===== src/rtl/timer_pkg.sv =====
// Shared types and helpers for the BCD timer family (countdown and up-counter).
package timer_pkg;

    typedef enum logic [1:0] {
        IDLE  = 2'd0,
        RUN   = 2'd1,
        PAUSE = 2'd2,
        DONE  = 2'd3
    } state_e;

    localparam int unsigned BCD_W   = 4;
    localparam int unsigned BCD_MAX = 9;

    function automatic int unsigned calc_div(input int unsigned clk_hz, input int unsigned tick_hz);
        return clk_hz / tick_hz;
    endfunction

    // Non-BCD preset digits saturate at 9.
    function automatic logic [BCD_W-1:0] bcd_clamp(input logic [BCD_W-1:0] d);
        return (d > BCD_W'(BCD_MAX)) ? BCD_W'(BCD_MAX) : d;
    endfunction

endpackage


===== src/rtl/tick_divider.sv =====
// Free-running 0..DIV-1 divider producing a registered one-cycle clock-enable tick.
module tick_divider #(
    parameter int unsigned DIV = 4
) (
    input  logic clk,
    input  logic clr,
    input  logic sync_rst,
    output logic tick
);

    localparam int unsigned CW = (DIV > 2) ? $clog2(DIV) : 1;
    localparam logic [CW-1:0] LAST = CW'(DIV - 1);

    logic [CW-1:0] div_cnt_d, div_cnt_q;
    logic          tick_d, tick_q;

    // tick_q is high exactly while div_cnt_q sits at LAST.
    always_comb begin
        div_cnt_d = div_cnt_q + CW'(1);
        if (sync_rst || (div_cnt_q == LAST)) begin
            div_cnt_d = '0;
        end
        tick_d = (div_cnt_d == LAST);
    end

    always_ff @(posedge clk or posedge clr) begin
        if (clr) begin
            div_cnt_q <= '0;
            tick_q    <= 1'b0;
        end else begin
            div_cnt_q <= div_cnt_d;
            tick_q    <= tick_d;
        end
    end

    assign tick = tick_q;

endmodule


===== src/rtl/bcd_countdown_timer.sv =====
// Two-digit BCD countdown timer (99..00) with load, start/pause/resume and a done pulse.
module bcd_countdown_timer
    import timer_pkg::*;
#(
    parameter int unsigned CLK_HZ  = 50000000,
    parameter int unsigned TICK_HZ = 1
) (
    input  logic             clk,
    input  logic             clr,
    input  logic             load,
    input  logic             start,
    input  logic [BCD_W-1:0] in_tens,
    input  logic [BCD_W-1:0] in_ones,
    output logic [BCD_W-1:0] tens,
    output logic [BCD_W-1:0] ones,
    output logic             running,
    output logic             done,
    output logic             tick
);

    localparam int unsigned DIV = calc_div(CLK_HZ, TICK_HZ);

    state_e           state_d, state_q;
    logic [BCD_W-1:0] tens_d, tens_q;
    logic [BCD_W-1:0] ones_d, ones_q;
    logic             done_d, done_q;
    logic             running_d, running_q;
    logic             div_rst_c;
    logic             tick_c;

    tick_divider #(.DIV(DIV)) u_div (
        .clk      (clk),
        .clr      (clr),
        .sync_rst (div_rst_c),
        .tick     (tick_c)
    );

    // Priority load > start > tick; entering RUN restarts the divider for a full first period.
    always_comb begin
        state_d   = state_q;
        tens_d    = tens_q;
        ones_d    = ones_q;
        done_d    = 1'b0;
        div_rst_c = 1'b0;
        if (load) begin
            tens_d    = bcd_clamp(in_tens);
            ones_d    = bcd_clamp(in_ones);
            state_d   = IDLE;
            div_rst_c = 1'b1;
        end else if (start) begin
            case (state_q)
                IDLE: begin
                    if ((tens_q != '0) || (ones_q != '0)) begin
                        state_d   = RUN;
                        div_rst_c = 1'b1;
                    end
                end
                RUN:   state_d = PAUSE;
                PAUSE: begin
                    state_d   = RUN;
                    div_rst_c = 1'b1;
                end
                default: state_d = state_q;
            endcase
        end else if (tick_c && (state_q == RUN)) begin
            if (ones_q != '0) begin
                ones_d = ones_q - BCD_W'(1);
            end else if (tens_q != '0) begin
                ones_d = BCD_W'(BCD_MAX);
                tens_d = tens_q - BCD_W'(1);
            end
            if ((tens_q == '0) && (ones_q <= BCD_W'(1))) begin
                state_d = DONE;
                done_d  = 1'b1;
            end
        end
        running_d = (state_d == RUN);
    end

    always_ff @(posedge clk or posedge clr) begin
        if (clr) begin
            state_q   <= IDLE;
            tens_q    <= '0;
            ones_q    <= '0;
            done_q    <= 1'b0;
            running_q <= 1'b0;
        end else begin
            state_q   <= state_d;
            tens_q    <= tens_d;
            ones_q    <= ones_d;
            done_q    <= done_d;
            running_q <= running_d;
        end
    end

    assign tens    = tens_q;
    assign ones    = ones_q;
    assign done    = done_q;
    assign running = running_q;
    assign tick    = tick_c;

endmodule


===== config.mk =====
export PLATFORM = sky130hd
export DESIGN_NAME = bcd_countdown_timer
export DESIGN_NICKNAME = d
export VERILOG_FILES = /design/src/rtl/timer_pkg.sv /design/src/rtl/tick_divider.sv /design/src/rtl/bcd_countdown_timer.sv
export SDC_FILE = /design/constraint.sdc
export NUM_CORES = 1
export LEC_CHECK = 0
export ABC_AREA = 1
export CAP_MARGIN = 30
export CORE_MARGIN = 2
export CORE_UTILIZATION = 30
export CTS_BUF_LIST = sky130_fd_sc_hd__clkbuf_2
export CTS_CLUSTER_SIZE = 40
export DETAILED_ROUTE_END_ITERATION = 10
export GPL_TIMING_DRIVEN = 0
export SKIP_CTS_REPAIR_TIMING = 1
export SYNTH_ARGS = -nofsm -noshare
export SYNTH_HDL_FRONTEND = slang
export SYNTH_SLANG_ARGS = --single-unit

===== constraint.sdc =====
create_clock -name clk -period 1.9 [get_ports clk]
set_input_delay 0.38 -clock clk [delete_from_list [all_inputs] [get_ports clk]]
set_output_delay 0.38 -clock clk [all_outputs]
set_load 0.02 [all_outputs]

=== Word level (Yosys, flattened, before mapping) ===
Index checks and enable logic that the tools add are counted.

* Flip-flop bits (word level): 39
* Word-level logic and storage cells: 60
* Input bits: 12

* Equal/unequal tests: 7
* Magnitude comparators: 3
* Multiplexer cells: 27
* $add $sub $neg: 3
* Reductions and logical operators: 13

{| class="wikitable"
|+ Operator list
! kind !! number
|-
| $eq A26 B26 Y1 const B || 2
|-
| $mux W4 || 12
|-
| $add A26 B1 Y26 const B || 1
|-
| $mux W26 || 1
|-
| $mux W2 || 5
|-
| $gt A4 B4 Y1 const B || 2
|-
| $reduce_bool A4 Y1 || 2
|-
| $sub A4 B1 Y4 const B || 2
|-
| $mux W1 || 7
|-
| $pmux W2 S3 || 1
|-
| $eq A2 B1 Y1 const B || 2
|-
| $le A4 B1 Y1 const B || 1
|-
| $logic_not A4 Y1 || 1
|-
| $ne A2 B2 Y1 const B || 2
|-
| $reduce_and A4 Y1 || 1
|-
| $reduce_bool A2 Y1 || 2
|-
| $reduce_and A3 Y1 || 1
|-
| $reduce_bool A3 Y1 || 1
|-
| $eq A2 B2 Y1 const B || 1
|-
| $logic_and A1 B1 Y1 || 2
|-
| $logic_not A2 Y1 || 1
|-
| $logic_or A1 B1 Y1 || 2
|-
| $pmux W1 S2 || 1
|}

=== Longest topological paths before layout ===
Gate-level depths: netlist of the first run.

* Word-level depth: 9
* Mapped depth: 13
* Mapped depth without buffers: 13

=== Modules after synthesis ===
From an unflattened synthesis of the first run, not the netlist that was laid out.

* Cell total of the unflattened synthesis: 402
* Area total of the unflattened synthesis: 2665.1 µm²

{| class="wikitable"
|+ Modules (own cells, without submodules)
! module !! area each (µm²) !! instances !! cells each
|-
| tick_divider || 1855.5 || 1 || 290
|-
| bcd_countdown_timer || 809.5 || 1 || 112
|}

=== Worst setup path before layout of the first run ===
Ideal clock, no wire load.

* Path type: register -> register
* From: register tens_q[0] (netlist: tens[0])
* To: register tens_q[3] (netlist: tens[3])
* Stages on the path, launching flop included: 9
* Library setup time: 0.125 ns
* Slack: 0.119 ns
* Data arrival time: 1.657 ns
* Data required time: 1.775 ns
* Period minus slack after synthesis: 1.781 ns
* Path through: dfrtp_1 > inv_1 > ha_1 > nand2_1 > nor2_1 > inv_1 > a31oi_1 > nor2_1 > mux2_2

* Word-level cells in the longest chain between the ends: 6

{| class="wikitable"
|+ Ends and longest elaborated chain
! what !! RTL line !! source
|-
| start, declared || bcd_countdown_timer.sv:24 || <nowiki>logic [BCD_W-1:0] tens_d, tens_q;</nowiki>
|-
| start signal, assigned || bcd_countdown_timer.sv:89 || <nowiki>tens_q <= tens_d;</nowiki>
|-
| $sub A4 B1 Y4 || bcd_countdown_timer.sv:70 || <nowiki>tens_d = tens_q - BCD_W'(1);</nowiki>
|-
| $mux W4 || bcd_countdown_timer.sv:68 || <nowiki>end else if (tens_q != '0) begin</nowiki>
|-
| $mux W4 || bcd_countdown_timer.sv:66 || <nowiki>if (ones_q != '0) begin</nowiki>
|-
| $mux W4 || bcd_countdown_timer.sv:65 || <nowiki>end else if (tick_c && (state_q == RUN)) begin</nowiki>
|-
| $mux W4 || bcd_countdown_timer.sv:50 || <nowiki>end else if (start) begin</nowiki>
|-
| $mux W4 || bcd_countdown_timer.sv:45 || <nowiki>if (load) begin</nowiki>
|}

Several ways; a longest one is shown, not always the timed one. The select of a mux whose other input is x is not followed.
A chain may end at the register's enable or synchronous reset.

=== Worst setup path after layout of the first run ===
* From: register tens_q[0] (netlist: tens[0])
* To: register u_div.tick_q (netlist: u_div.tick)

* Word-level cells in the longest chain between the ends: 9

{| class="wikitable"
|+ Ends and longest elaborated chain
! what !! RTL line !! source
|-
| $reduce_bool A4 Y1 || bcd_countdown_timer.sv:53 || <nowiki>if ((tens_q != '0) || (ones_q != '0)) begin</nowiki>
|-
| $logic_or A1 B1 Y1 || bcd_countdown_timer.sv:53 ||
|-
| $mux W1 || bcd_countdown_timer.sv:53 ||
|-
| $pmux W1 S2 || bcd_countdown_timer.sv:51 || <nowiki>case (state_q)</nowiki>
|-
| $mux W1 || bcd_countdown_timer.sv:50 ||
|-
| $mux W1 || bcd_countdown_timer.sv:45 ||
|-
| $logic_or A1 B1 Y1 || tick_divider.sv:20 || <nowiki>if (sync_rst || (div_cnt_q == LAST)) begin</nowiki>
|-
| $mux W26 || tick_divider.sv:20 ||
|-
| $eq A26 B26 Y1 || tick_divider.sv:23 || <nowiki>tick_d = (div_cnt_d == LAST);</nowiki>
|-
| net u_div.tick_d || tick_divider.sv:15 || <nowiki>logic tick_d, tick_q;</nowiki>
|-
| end signal, assigned || tick_divider.sv:32 || <nowiki>tick_q <= tick_d;</nowiki>
|-
| end, declared || tick_divider.sv:15 ||
|}

The timed path passes the listed nets, and every way through them passes these cells.

==> results of run 1 <==
[cell families (layout without fill, tap and decap cells)]
family | Yosys count | in the layout | synth area share [%]
simple gates | 217 | 217 | 39.0
xor+xnor | 7 | 7 | 2.49
compound gates | 30 | 30 | 7.11
mux | 1 | 1 | 0.457
flops | 39 | 39 | 39.6
fa+ha+maj | 3 | 3 | 1.52
buf+inv | 63 | 104 | 9.80
[final cells by class]
cell class	count	area, sq um	area share (%)
Sequential cell	39	980	31.8
Buffer	3	23.8	0.771
Clock inverter	3	43.8	1.42
Inverter	60	225	7.31
Multi-Input combinational cell	258	1330	43.2
Tap cell	105	131	4.26
Timing Repair Buffer	33	323	10.5
Clock buffer	5	25.0	0.812
[state kept, by name, summed over array words and instances, names as in the netlist]
name,cells
running,1
tens,4
ones,4
done,1
state_q,2
u_div.div_cnt_q,26
u_div.tick,1
[synthesized netlist by cell type (all sizes together)]
master / n / share of area [%]
a21boi: 1 / 0.30
a21oi: 7 / 1.4
a22o: 2 / 0.71
a22oi: 1 / 0.30
a31oi: 1 / 0.25
buf: 2 / 0.51
clkbuf: 1 / 0.15
clkinv: 1 / 0.15
dfrtp: 39 / 40
ha: 3 / 1.5
inv: 59 / 9.0
mux2: 1 / 0.46
nand2: 89 / 14
nand3: 36 / 7.3
nand4: 4 / 1.0
nor2: 77 / 14
nor3: 10 / 2.0
o21a: 1 / 0.30
o21ai: 13 / 2.6
o21bai: 3 / 0.91
o22ai: 1 / 0.25
or2: 1 / 0.25
xnor2: 2 / 0.71
xor2: 5 / 1.8
[worst paths after layout]
check | start | endpoint | slack (ns) | cells past startpoint
max | tens[0] | u_div.tick | 0.06 | 10
min | clr | tens[1] | 0.40 | 2
max reg2reg | tens[0] | u_div.tick | 0.06 | 10
min reg2reg | ones[2] | ones[2] | 0.59 | 1
max in group asynchronous | clr | u_div.div_cnt_q[2] | 0.92 | 2
min in group clk | start | done | 0.52 | 2
[layer usage]
layer	vias up	wire (um)	track usage (%)	share of wire, %
li1	1205	-	-	-
met1	1073	2820	19.1	48
met2	33	2820	23.2	48
met3	5	162	2.23	2.8
met4	0	72	3.62	1.2
met5	-	0	0	0
[power breakdown]
part	internal, mW	total, mW	switching [mW]	leakage (nW)
Clock	0.223	0.524	0.301	0.0429
Sequential	0.892	0.948	0.0554	0.523
Combinational	0.259	0.559	0.300	0.899
Total	1.37	2.03	0.657	1.46
==> PnR_summary.wiki, run 1 <==
{| class="wikitable"
! Metric !! Value
|-
| Run status || complete, no violations
|-
| Final-report hold violation count || 0
|-
| Sequential area share after synthesis || between 30% and 40%
|-
| Smallest setup slack after layout || 0.0632 ns
|-
| Average cell area after synthesis || slightly below 7 sq um
|-
| Setup Total Neg Slack || 0 ns
|-
| Post-Place Cells || around 500
|-
| Detailed-placement wirelength estimate || 4440 um
|-
| Number of global-route vias before repair || around 2,200
|-
| Max clock buf depth || 2
|-
| Cell Area, Placed || between 2000 and 3000 sq um
|-
| Final cell count without fillers || around 510
|-
| Number of max-slew violations in the final report || 0
|-
| Cell-by-cell listing of the critical path || inv_2 > ha_4 > nand3_2 > o21ai_2 > nand2_2 > nor2_4 > nand3_1 > nor2_1 > nand3_1 > nor2_1
|-
| Number of antenna violations at the first check in global routing || 0
|-
| Die width || roughly 95 um
|-
| Fraction of final layout cells with drive strength greater than 1 || approximately 17%
|-
| I/O pin total || 23
|-
| Overall Global Routing Usage || between 10% and 20%
|-
| Standard cell core area || about 8000 sq um
|-
| Final-report setup violation count || 0
|-
| Total DRC errors in the routed layout || 0
|-
| DRT Wirelength || 5880 um
|-
| Min Tclk post-route || roughly 1.8 ns
|-
| Final nets || between 400 and 500
|-
| Final Wtd Congestion || roughly 0.83
|-
| Most common cell after layout, fill and taps aside || sky130_fd_sc_hd__nand2_1
|-
| Number of maximum-capacitance violations || 0
|-
| Post-synthesis cell area || ~2500 sq um
|-
| Total die area || ~9000 sq um
|-
| Per-cell routed wire length || approximately 12 um
|-
| Kind of cell adding the most delay to the critical path || simple AND/OR/NAND/NOR gates
|-
| Worst hold slack || between 0.3 and 0.4 ns
|-
| Fin util || a little under two fifths
|-
| Number of standard cells after synthesis || 360
|-
| Clock-pin slew on the worst setup and hold paths || 0.24 ns
|-
| Max transition margin || between 40% and 50%
|-
| Clock Tree Root || sky130_fd_sc_hd__clkbuf_2
|-
| Static Leakage || roughly 1.5 nW
|-
| Number of clock sinks seen by CTS || 39
|-
| Starting utilization of the core area || 30.4%
|-
| Number of flip-flops and latches in the synthesized netlist || 39
|-
| Endpoint kind of the worst setup timing path || flop
|-
| Required time of the critical path || 2.26 ns
|-
| Most frequent cells in the layout || 79 x sky130_fd_sc_hd__nand2_1, 56 x sky130_fd_sc_hd__nor2_1, 53 x sky130_fd_sc_hd__inv_1
|-
| Drt first-iter violations || about 170
|-
| Global-route wire length before repair || around 10000 um
|-
| Via Count || between 2,000 and 2,500
|-
| Worst Hold Class || in2async
|-
| Worst Path Arrival || 2.19 ns
|-
| Non-Filler Cell Area, Final || around 3100 sq um
|-
| Number of library cell types mapped by synthesis || 32
|-
| RSZ-0062 raised after global routing || yes
|-
| Number of levels in the clock H-tree || 2
|-
| TritonCTS clock tree || done
|-
| Power density of the placed cells || about 660 nW/um^2
|-
| Placement Setup Slack || -0.376 ns
|-
| Die Y || between 90 and 100 um
|-
| Overflow left after global routing || 0
|-
| Post-synthesis to final-layout area growth || 25.1%
|-
| Worst-Skew Late Latency || around 0.42 ns
|-
| Worst stage delay on the critical path || 0.44 ns
|-
| Sum of internal, switching and leakage power || around 2 mW
|-
| Drt via density || between 4 and 5
|-
| Startpoint-to-endpoint class of the critical path || reg2reg
|-
| Peak ir drop on the vdd network || just under 0.5 mV
|-
| Number of buffers and inverters on the critical path || 1
|-
| Number of port buffers || 22
|-
| Maximum number of pins on one net before global-route repair || 40
|-
| Synthesis warning total || 0
|-
| Max frequency || between 500 and 600 MHz
|-
| Antenna diode count || 0
|-
| Slowest-stage cell, CP || sky130_fd_sc_hd__dfrtp_1
|-
| Setup crit start kind || flop
|-
| Number of clock buffers inserted by TritonCTS || 5
|-
| Std cell rows || 33
|-
| 1st-pass router iterations || 4
|-
| Worst Path Max Fanout || 7
|-
| Residual antenna-violating net count after detailed routing || 0
|-
| Final Skew || 0.0415 ns
|-
| Filler cell count || just under 900
|-
| Final worst path period share || ~97%
|-
| Post-synth net total || 375
|-
| Transition time at the pin with the least slew margin || 0.842 ns
|}
No activity file was read; power rests on OpenSTA's default activity.
==> run 2, diff against run 1 <==
HOLD_SLACK_MARGIN = 0.1   (was default)
SYNTH_HIERARCHICAL = 1   (was default)
==> run 2 against run 1 <==
Compared with the run above:
- power shrank 18%
- combinational power shrank 27%
- die area rose by 7.8%
- sequential power down 3.5%
- critical path type is now reg2out
==> PnR_summary.wiki, run 2 <==
{| class="wikitable"
! Metric !! Value
|-
| Run status || complete, no violations
|-
| Min Tclk post-route || 1.80 ns (-0.0328 ns)
|-
| Max frequency || 554 MHz (+1.8%)
|-
| Placement Setup Slack || -0.127 ns (+0.250 ns)
|-
| Dominant cells by area after synthesis || sky130_fd_sc_hd__dfrtp_1 37%, sky130_fd_sc_hd__nand2_1 17%, sky130_fd_sc_hd__nor2_1 10%, sky130_fd_sc_hd__inv_1 6.8%, sky130_fd_sc_hd__nand3_1 5.1%
|-
| Share of the synthesized area in the top cell type || 36.6% (-3.0 points)
|-
| I/O pin total || 23 (unchanged)
|-
| Starting utilization of the core area || 30.7% (+0.27 points)
|-
| TritonCTS clock tree || done
|-
| RSZ-0062 raised after global routing || yes
|-
| Total DRC errors in the routed layout || 0 (unchanged)
|-
| Power density of the placed cells || 520 nW/um^2 (-21%)
|-
| Kind of cell adding the most delay to the critical path || buffers and inverters
|-
| Final nets || 451 (+8.7%)
|-
| Post-synth net total || 416 (+11%)
|-
| Flop-to-flop setup slack || 0.11 ns (+0.05 ns)
|-
| Final Skew || 0.00961 ns (-0.0319 ns)
|-
| Number of flip-flops and latches in the synthesized netlist || 39 (unchanged)
|-
| Setup crit start kind || flop
|-
| Via Count || 2,515 (+8.6%)
|-
| Capture instance of the worst register-to-register path || u_div/tick
|-
| Library cell occupying the most area in the post-synthesis netlist || sky130_fd_sc_hd__dfrtp_1
|-
| Number of maximum-capacitance violations || 0 (unchanged)
|-
| Number of clock sinks seen by CTS || 39 (unchanged)
|-
| Worst hold slack || 0.316 ns (-0.0804 ns)
|-
| Cell depth of the worst flop-to-flop path || 11 (+1)
|-
| Non-Filler Cell Area, Final || 3210 sq um (+4.3%)
|-
| Most common cell after layout, fill and taps aside || sky130_fd_sc_hd__nand2_1
|-
| Required time of the critical path || 1.52 ns (-0.74 ns)
|-
| Peak ir drop on the vdd network || 0.237 mV (-52%)
|-
| Start point of the worst hold path || load
|-
| Leading register cell type out of synthesis || sky130_fd_sc_hd__dfrtp_1
|-
| Per-cell routed wire length || 12.0 um (+3.0%)
|-
| Top reg by flops || u_div/div_cnt_q
|-
| Async set-reset flop share out of synthesis || 100% (unchanged)
|-
| Die width || 98.3 um (+3.8%)
|-
| 1st-pass router iterations || 4 (unchanged)
|-
| Slowest-stage cell, CP || sky130_fd_sc_hd__clkdlybuf4s50_1
|-
| Cell-by-cell listing of the critical path || clkdlybuf4s50_1
|-
| Worst Hold Class || in2reg
|-
| Number of port buffers || 21 (-4.5%)
|-
| Number of antenna violations at the first check in global routing || 0 (unchanged)
|-
| Detailed-placement wirelength estimate || 4940 um (+11%)
|-
| Commonest cells in the synthesized netlist || 124 x sky130_fd_sc_hd__nand2_1, 73 x sky130_fd_sc_hd__nor2_1, 48 x sky130_fd_sc_hd__inv_1
|-
| Depth of the worst hold-timing path || 4
|-
| Standard cell core area || 8680 sq um (+7.2%)
|-
| Residual antenna-violating net count after detailed routing || 0 (unchanged)
|-
| Sum of internal, switching and leakage power || 1.67 mW (-18%)
|-
| Cell with the most instances after synthesis || sky130_fd_sc_hd__nand2_1
|-
| Post-synthesis to final-layout area growth || 20.6%
|-
| Setup Total Neg Slack || 0 ns (unchanged)
|-
| Flip-flop count of the largest register, all copies and words added || 26 (unchanged)
|-
| Reg-to-reg startpoint || u_div/div_cnt_q[1]
|-
| Most frequent cells in the layout || 122 x sky130_fd_sc_hd__nand2_1, 66 x sky130_fd_sc_hd__nor2_1, 44 x sky130_fd_sc_hd__inv_1
|-
| Transition time at the pin with the least slew margin || 0.562 ns (-0.280 ns)
|-
| Max clock buf depth || 2 (unchanged)
|-
| Filler cell count || 960 (+7.5%)
|-
| Final-report hold violation count || 0 (unchanged)
|-
| Number of max-slew violations in the final report || 0 (unchanged)
|-
| Worst Path Max Fanout || 3 (-4)
|-
| Sink of the worst hold path || ones[3]
|-
| Sequential area share after synthesis || 36.6% (-3.0 points)
|-
| Fraction of final layout cells with drive strength greater than 1 || 16.9% (-0.52 points)
|-
| Post-synthesis cell area || 2670 sq um (+8.2%)
|-
| Endpoint kind of the worst setup timing path || output port
|-
| Smallest setup slack after layout || 0.0961 ns (+0.0328 ns)
|-
| Final-report setup violation count || 0 (unchanged)
|-
| DRT Wirelength || 6520 um (+11%)
|-
| Overall Global Routing Usage || 13.9% (-0.083 points)
|-
| Std cell rows || 34 (+3.0%)
|-
| Startpoint-to-endpoint class of the critical path || reg2out
|-
| Max transition margin || 62.5% (+19 points)
|-
| Final Wtd Congestion || 0.850 (+2.7%)
|-
| Global-route wire length before repair || 11,100 um (+12%)
|-
| Clock-pin slew on the worst setup and hold paths || 0.19 ns (-0.05 ns)
|-
| Number of levels in the clock H-tree || 2 (unchanged)
|-
| Number of global-route vias before repair || 2,467 (+12%)
|-
| Total die area || 9650 sq um (+7.8%)
|-
| Clock Tree Root || sky130_fd_sc_hd__clkbuf_2
|-
| Static Leakage || 1.43 nW (-2.6%)
|-
| Average cell area after synthesis || 6.63 sq um (-3.1%)
|-
| Worst Path Arrival || 1.42 ns (-0.77 ns)
|-
| Worst stage delay on the critical path || 0.62 ns (+0.18 ns)
|-
| Final worst path period share || 94.9% (-1.7 points)
|-
| Drt via density || 4.61 (+0.82%)
|-
| Overflow left after global routing || 0 (unchanged)
|-
| Number of standard cells after synthesis || 402 (+12%)
|-
| Drt first-iter violations || 80 (-54%)
|-
| Number of clock buffers inserted by TritonCTS || 5 (unchanged)
|-
| Reg area || 983 sq um (+0.38%)
|-
| Die Y || 98.3 um (+3.8%)
|-
| Number of buffers and inverters on the critical path || 1 (unchanged)
|-
| Number of enable-type register cells in the synthesized netlist || 0 (unchanged)
|-
| Worst-Skew Late Latency || 0.38 ns (-0.04 ns)
|-
| Cell Area, Placed || 3040 sq um (+7.9%)
|-
| Antenna diode count || 0 (unchanged)
|-
| Synthesis warning total || 6 (+6)
|-
| Number of library cell types mapped by synthesis || 28 (-13%)
|-
| Combined area of the multi-input logic cells || 1530 sq um (+15%)
|-
| Maximum number of pins on one net before global-route repair || 17 (-57%)
|}
run 2: through the flow:
stage	util [%]	std cells
floorplan	-	402
global placement	34.7	531
detailed placement	35.0	532
CTS	35.4	539
global route	37.0	545
finish	37.0	545
run 2: layer usage:
metal | wire [um] | vias to the layer above | global-route usage [%]
li1 | - | 1319 | -
met1 | 3130 | 1144 | 18.3
met4 | 19 | 0 | 2.95
met3 | 315 | 2 | 2.43
met2 | 3060 | 50 | 24.0
met5 | 0 | - | 0
run 2: cells by family (layout without fill, tap and decap cells):
family          after synthesis  count (layout)  share of synthesized area (%)
compound gates               33              33                           6.81
xor+xnor                      5               5                           1.64
fa+ha+maj                     2               2                          0.939
buf+inv                      57              92                           8.87
flops                        39              39                           36.6
simple gates                266             266                           45.1
run 2: layout make-up:
type,count,share of cell area (%)
multi-input combinational,306,47.5
clock inverter,2,0.272
timing repair buffer,28,9.19
sequential,39,30.6
clock buffer,5,0.779
tap,108,4.20
inverter,53,6.34
buffer,4,1.09
run 2: worst max path at each step:
stage	from	end	slack, ns	cells after the start
3_3_place_gp	u_div/div_cnt_q[0]	u_div/tick	-0.10	11
6_report	u_div/tick	tick	0.1	1
5_1_grt	u_div/div_cnt_q[1]	u_div/tick	-0.06	11
2_1_floorplan	tens[0]	u_div/tick	0.20	12
4_1_cts	u_div/div_cnt_q[0]	u_div/tick	-0.17	11
3_5_place_dp	u_div/div_cnt_q[0]	u_div/tick	-0.13	11
run 2: where the power goes:
group	internal (mW)	switching, mW	total [mW]
combinational	0.173	0.234	0.407
clock	0.0781	0.270	0.348
sequential	0.869	0.0458	0.915
total	1.12	0.550	1.67
==> run 3, diff against run 2 <==
GPL_TIMING_DRIVEN = default   (was 0)
PLACE_DENSITY = 0.49   (was default)
SETUP_SLACK_MARGIN = 0.05   (was default)
==> run 3 against run 2 <==
Compared with the run above:
- worst setup slack better by 0.015 ns
- largest power group unchanged
- routed wire length up 2.2%
- via count up 0.64%
==> PnR_summary.wiki, run 3 (synthesized netlist as in run 2, its figures left out) <==
{| class="wikitable"
! Metric !! Value
|-
| Cell-internal power || 1.14 mW (+1.8%)
|-
| Transition time at the pin with the least slew margin || 0.503 ns (-0.0596 ns)
|-
| Overflow left after global routing || 0 (unchanged)
|-
| Global-route wire length before repair || 11,300 um (+1.8%)
|-
| Number of antenna violations at the first check in global routing || 0 (unchanged)
|-
| Worst Path Max Fanout || 6 (+3)
|-
| Antenna diode count || 0 (unchanged)
|-
| Die width || 98.3 um (unchanged)
|-
| Max clock buf depth || 2 (unchanged)
|-
| Net switching component of the power || 0.555 mW (+0.95%)
|-
| Required time of the critical path || 2.24 ns (+0.72 ns)
|-
| Final worst path period share || 94.2% (-0.77 points)
|-
| Residual antenna-violating net count after detailed routing || 0 (unchanged)
|-
| Most common cell after layout, fill and taps aside || sky130_fd_sc_hd__nand2_1
|-
| Number of clock buffers inserted by TritonCTS || 5 (unchanged)
|-
| Starting utilization of the core area || 30.7% (unchanged)
|-
| Filler cell count || 996 (+3.8%)
|-
| Clk pwr share || 22.7% (+1.9 points)
|-
| Drt via density || 4.60 (-0.28%)
|-
| TritonCTS clock tree || done
|-
| Met3 Routed Length || 324 um (+2.9%)
|-
| Peak ir drop on the vdd network || 0.179 mV (-24%)
|-
| Number of maximum-capacitance violations || 0 (unchanged)
|-
| Number of max-slew violations in the final report || 0 (unchanged)
|-
| Die Y || 98.3 um (unchanged)
|-
| Number of global-route vias before repair || 2,415 (-2.1%)
|-
| Final nets || 455 (+0.89%)
|-
| Sum of internal, switching and leakage power || 1.70 mW (+1.5%)
|-
| Total die area || 9650 sq um (unchanged)
|-
| Endpoint kind of the worst setup timing path || flop
|-
| Min Tclk post-route || 1.79 ns (-0.0147 ns)
|-
| Fin util || 36.8% (-0.27 points)
|-
| Setup Total Neg Slack || 0 ns (unchanged)
|-
| Standard cell core area || 8680 sq um (unchanged)
|-
| Drt first-iter violations || 94 (+18%)
|-
| Setup crit start kind || flop
|-
| Post-synthesis to final-layout area growth || 19.7%
|-
| Maximum number of pins on one net before global-route repair || 28 (+11)
|-
| Top reg by flops || u_div/div_cnt_q
|-
| 1st-pass router iterations || 4 (unchanged)
|-
| Flop-to-flop setup slack || 0.11 ns (about the same)
|-
| Final Skew || 0.0178 ns (+0.00820 ns)
|-
| Static Leakage || 1.48 nW (+3.5%)
|-
| Power share of the sequential group || 53.5% (-1.3 points)
|-
| Detailed-placement wirelength estimate || 5210 um (+5.3%)
|-
| Non-Filler Cell Area, Final || 3190 sq um (-0.74%)
|-
| Sw Share || 32.7% (-0.18 points)
|-
| DRT Wirelength || 6670 um (+2.2%)
|-
| Per-cell routed wire length || 12.1 um (+1.3%)
|-
| Startpoint-to-endpoint class of the critical path || reg2reg
|-
| Run status || complete, no violations
|-
| Overall Global Routing Usage || 14.4% (+0.49 points)
|-
| I/O pin total || 23 (unchanged)
|-
| Most frequent cells in the layout || 123 x sky130_fd_sc_hd__nand2_1, 68 x sky130_fd_sc_hd__nor2_1, 45 x sky130_fd_sc_hd__inv_1
|-
| Number of clock sinks seen by CTS || 39 (unchanged)
|-
| Final-report setup violation count || 0 (unchanged)
|-
| Worst Path Arrival || 2.13 ns (+0.71 ns)
|-
| Worst Hold Class || in2async
|-
| Post-Place Cells || 538 (+1.1%)
|-
| Metal1 wirelength || 3090 um (-1.2%)
|-
| Cell depth of the worst flop-to-flop path || 11 (unchanged)
|-
| Max transition margin || 66.5% (+4.0 points)
|-
| Clock-pin slew on the worst setup and hold paths || 0.21 ns (+0.02 ns)
|-
| Routed wl met2 || 3180 um (+3.9%)
|-
| Clock Tree Root || sky130_fd_sc_hd__clkbuf_2
|-
| Number of levels in the clock H-tree || 2 (unchanged)
|-
| Relative contribution of combinational cells to total power || 23.8% (-0.6 points)
|-
| Worst-Skew Late Latency || 0.40 ns (+0.02 ns)
|-
| Cell Area, Placed || 3060 sq um (+0.82%)
|-
| Flip-flop count of the largest register, all copies and words added || 26 (unchanged)
|-
| RSZ-0062 raised after global routing || yes
|-
| Final Wtd Congestion || 0.864 (+1.6%)
|-
| Std cell rows || 34 (unchanged)
|-
| Final-report hold violation count || 0 (unchanged)
|-
| Fraction of final layout cells with drive strength greater than 1 || 16.1% (-0.87 points)
|-
| Number of port buffers || 22 (+4.8%)
|-
| Highest metal layer with signal wires || met4
|-
| Via Count || 2,531 (+0.64%)
|-
| Max frequency || 559 MHz (+0.82%)
|-
| Final cell count without fillers || 550 (+0.92%)
|-
| Total DRC errors in the routed layout || 0 (unchanged)
|-
| Power density of the placed cells || 531 nW/um^2 (+2.3%)
|}
-- run 3: changes by cell type in the layout (fill, tap and decap cells not counted), sizes merged --
| cell | delta |
|---|---|
| buf | +2 |
| clkinv | -1 |
| dlymetal6s2s | +3 |
| clkdlybuf4s50 | -1 |
| clkbuf | +2 |
-- run 3: area by class of cell --
class	count	area, sq um	area share, %
Clock buffer	7	35.0	1.10
Clock inverter	1	5.00	0.157
Inverter	53	204	6.39
Multi-Input combinational cell	306	1480	46.5
Sequential cell	39	981	30.7
Tap cell	108	135	4.24
Timing Repair Buffer	36	348	10.9
-- run 3: per-layer routing --
metal | GRT usage (%) | vias up
li1 | - | 1336
met1 | 18.5 | 1134
met2 | 25.3 | 55
met3 | 2.72 | 6
met4 | 3.16 | 0
met5 | 0 | -
-- run 3: power groups by stage --
stage	Clock [mW]	Combinational, mW	Sequential, mW
CTS	0.413	0.384	0.909
detailed placement	0	0.382	0.924
floorplan	0	0.201	0.954
global route	0.451	0.452	0.916
finish	0.384	0.404	0.907
global placement	0	0.381	0.924
-- run 3: final timing paths --
path                                    start         end
hold reg to reg                       ones[2]     ones[2]
min in group clk                      ones[2]     ones[2]
setup / recovery           u_div/div_cnt_q[0]  u_div/tick
hold / removal                            clr        done
setup reg to reg           u_div/div_cnt_q[0]  u_div/tick
max in group asynchronous                 clr     ones[3]
-- run 3: critical path: stages, from the launching register on --
cell,delay [ns]
sky130_fd_sc_hd__dfrtp_1,0.40
sky130_fd_sc_hd__ha_2,0.22
sky130_fd_sc_hd__nand3_2,0.16
sky130_fd_sc_hd__inv_1,0.11
sky130_fd_sc_hd__nand2_2,0.11
sky130_fd_sc_hd__nor2_4,0.14
sky130_fd_sc_hd__nand2_1,0.08
sky130_fd_sc_hd__nand2_1,0.07
sky130_fd_sc_hd__nand3_1,0.08
sky130_fd_sc_hd__nor2_2,0.16
sky130_fd_sc_hd__nand3_1,0.10
sky130_fd_sc_hd__nor2_1,0.10
-- run 3: metrics by stage --
stage	hold slack (ns)	setup slack, ns
floorplan	0.245	0.196
global placement	0.537	0.0853
detailed placement	0.555	0.0735
CTS	0.300	-0.0591
global route	0.301	-0.0596
finish	0.294	0.111
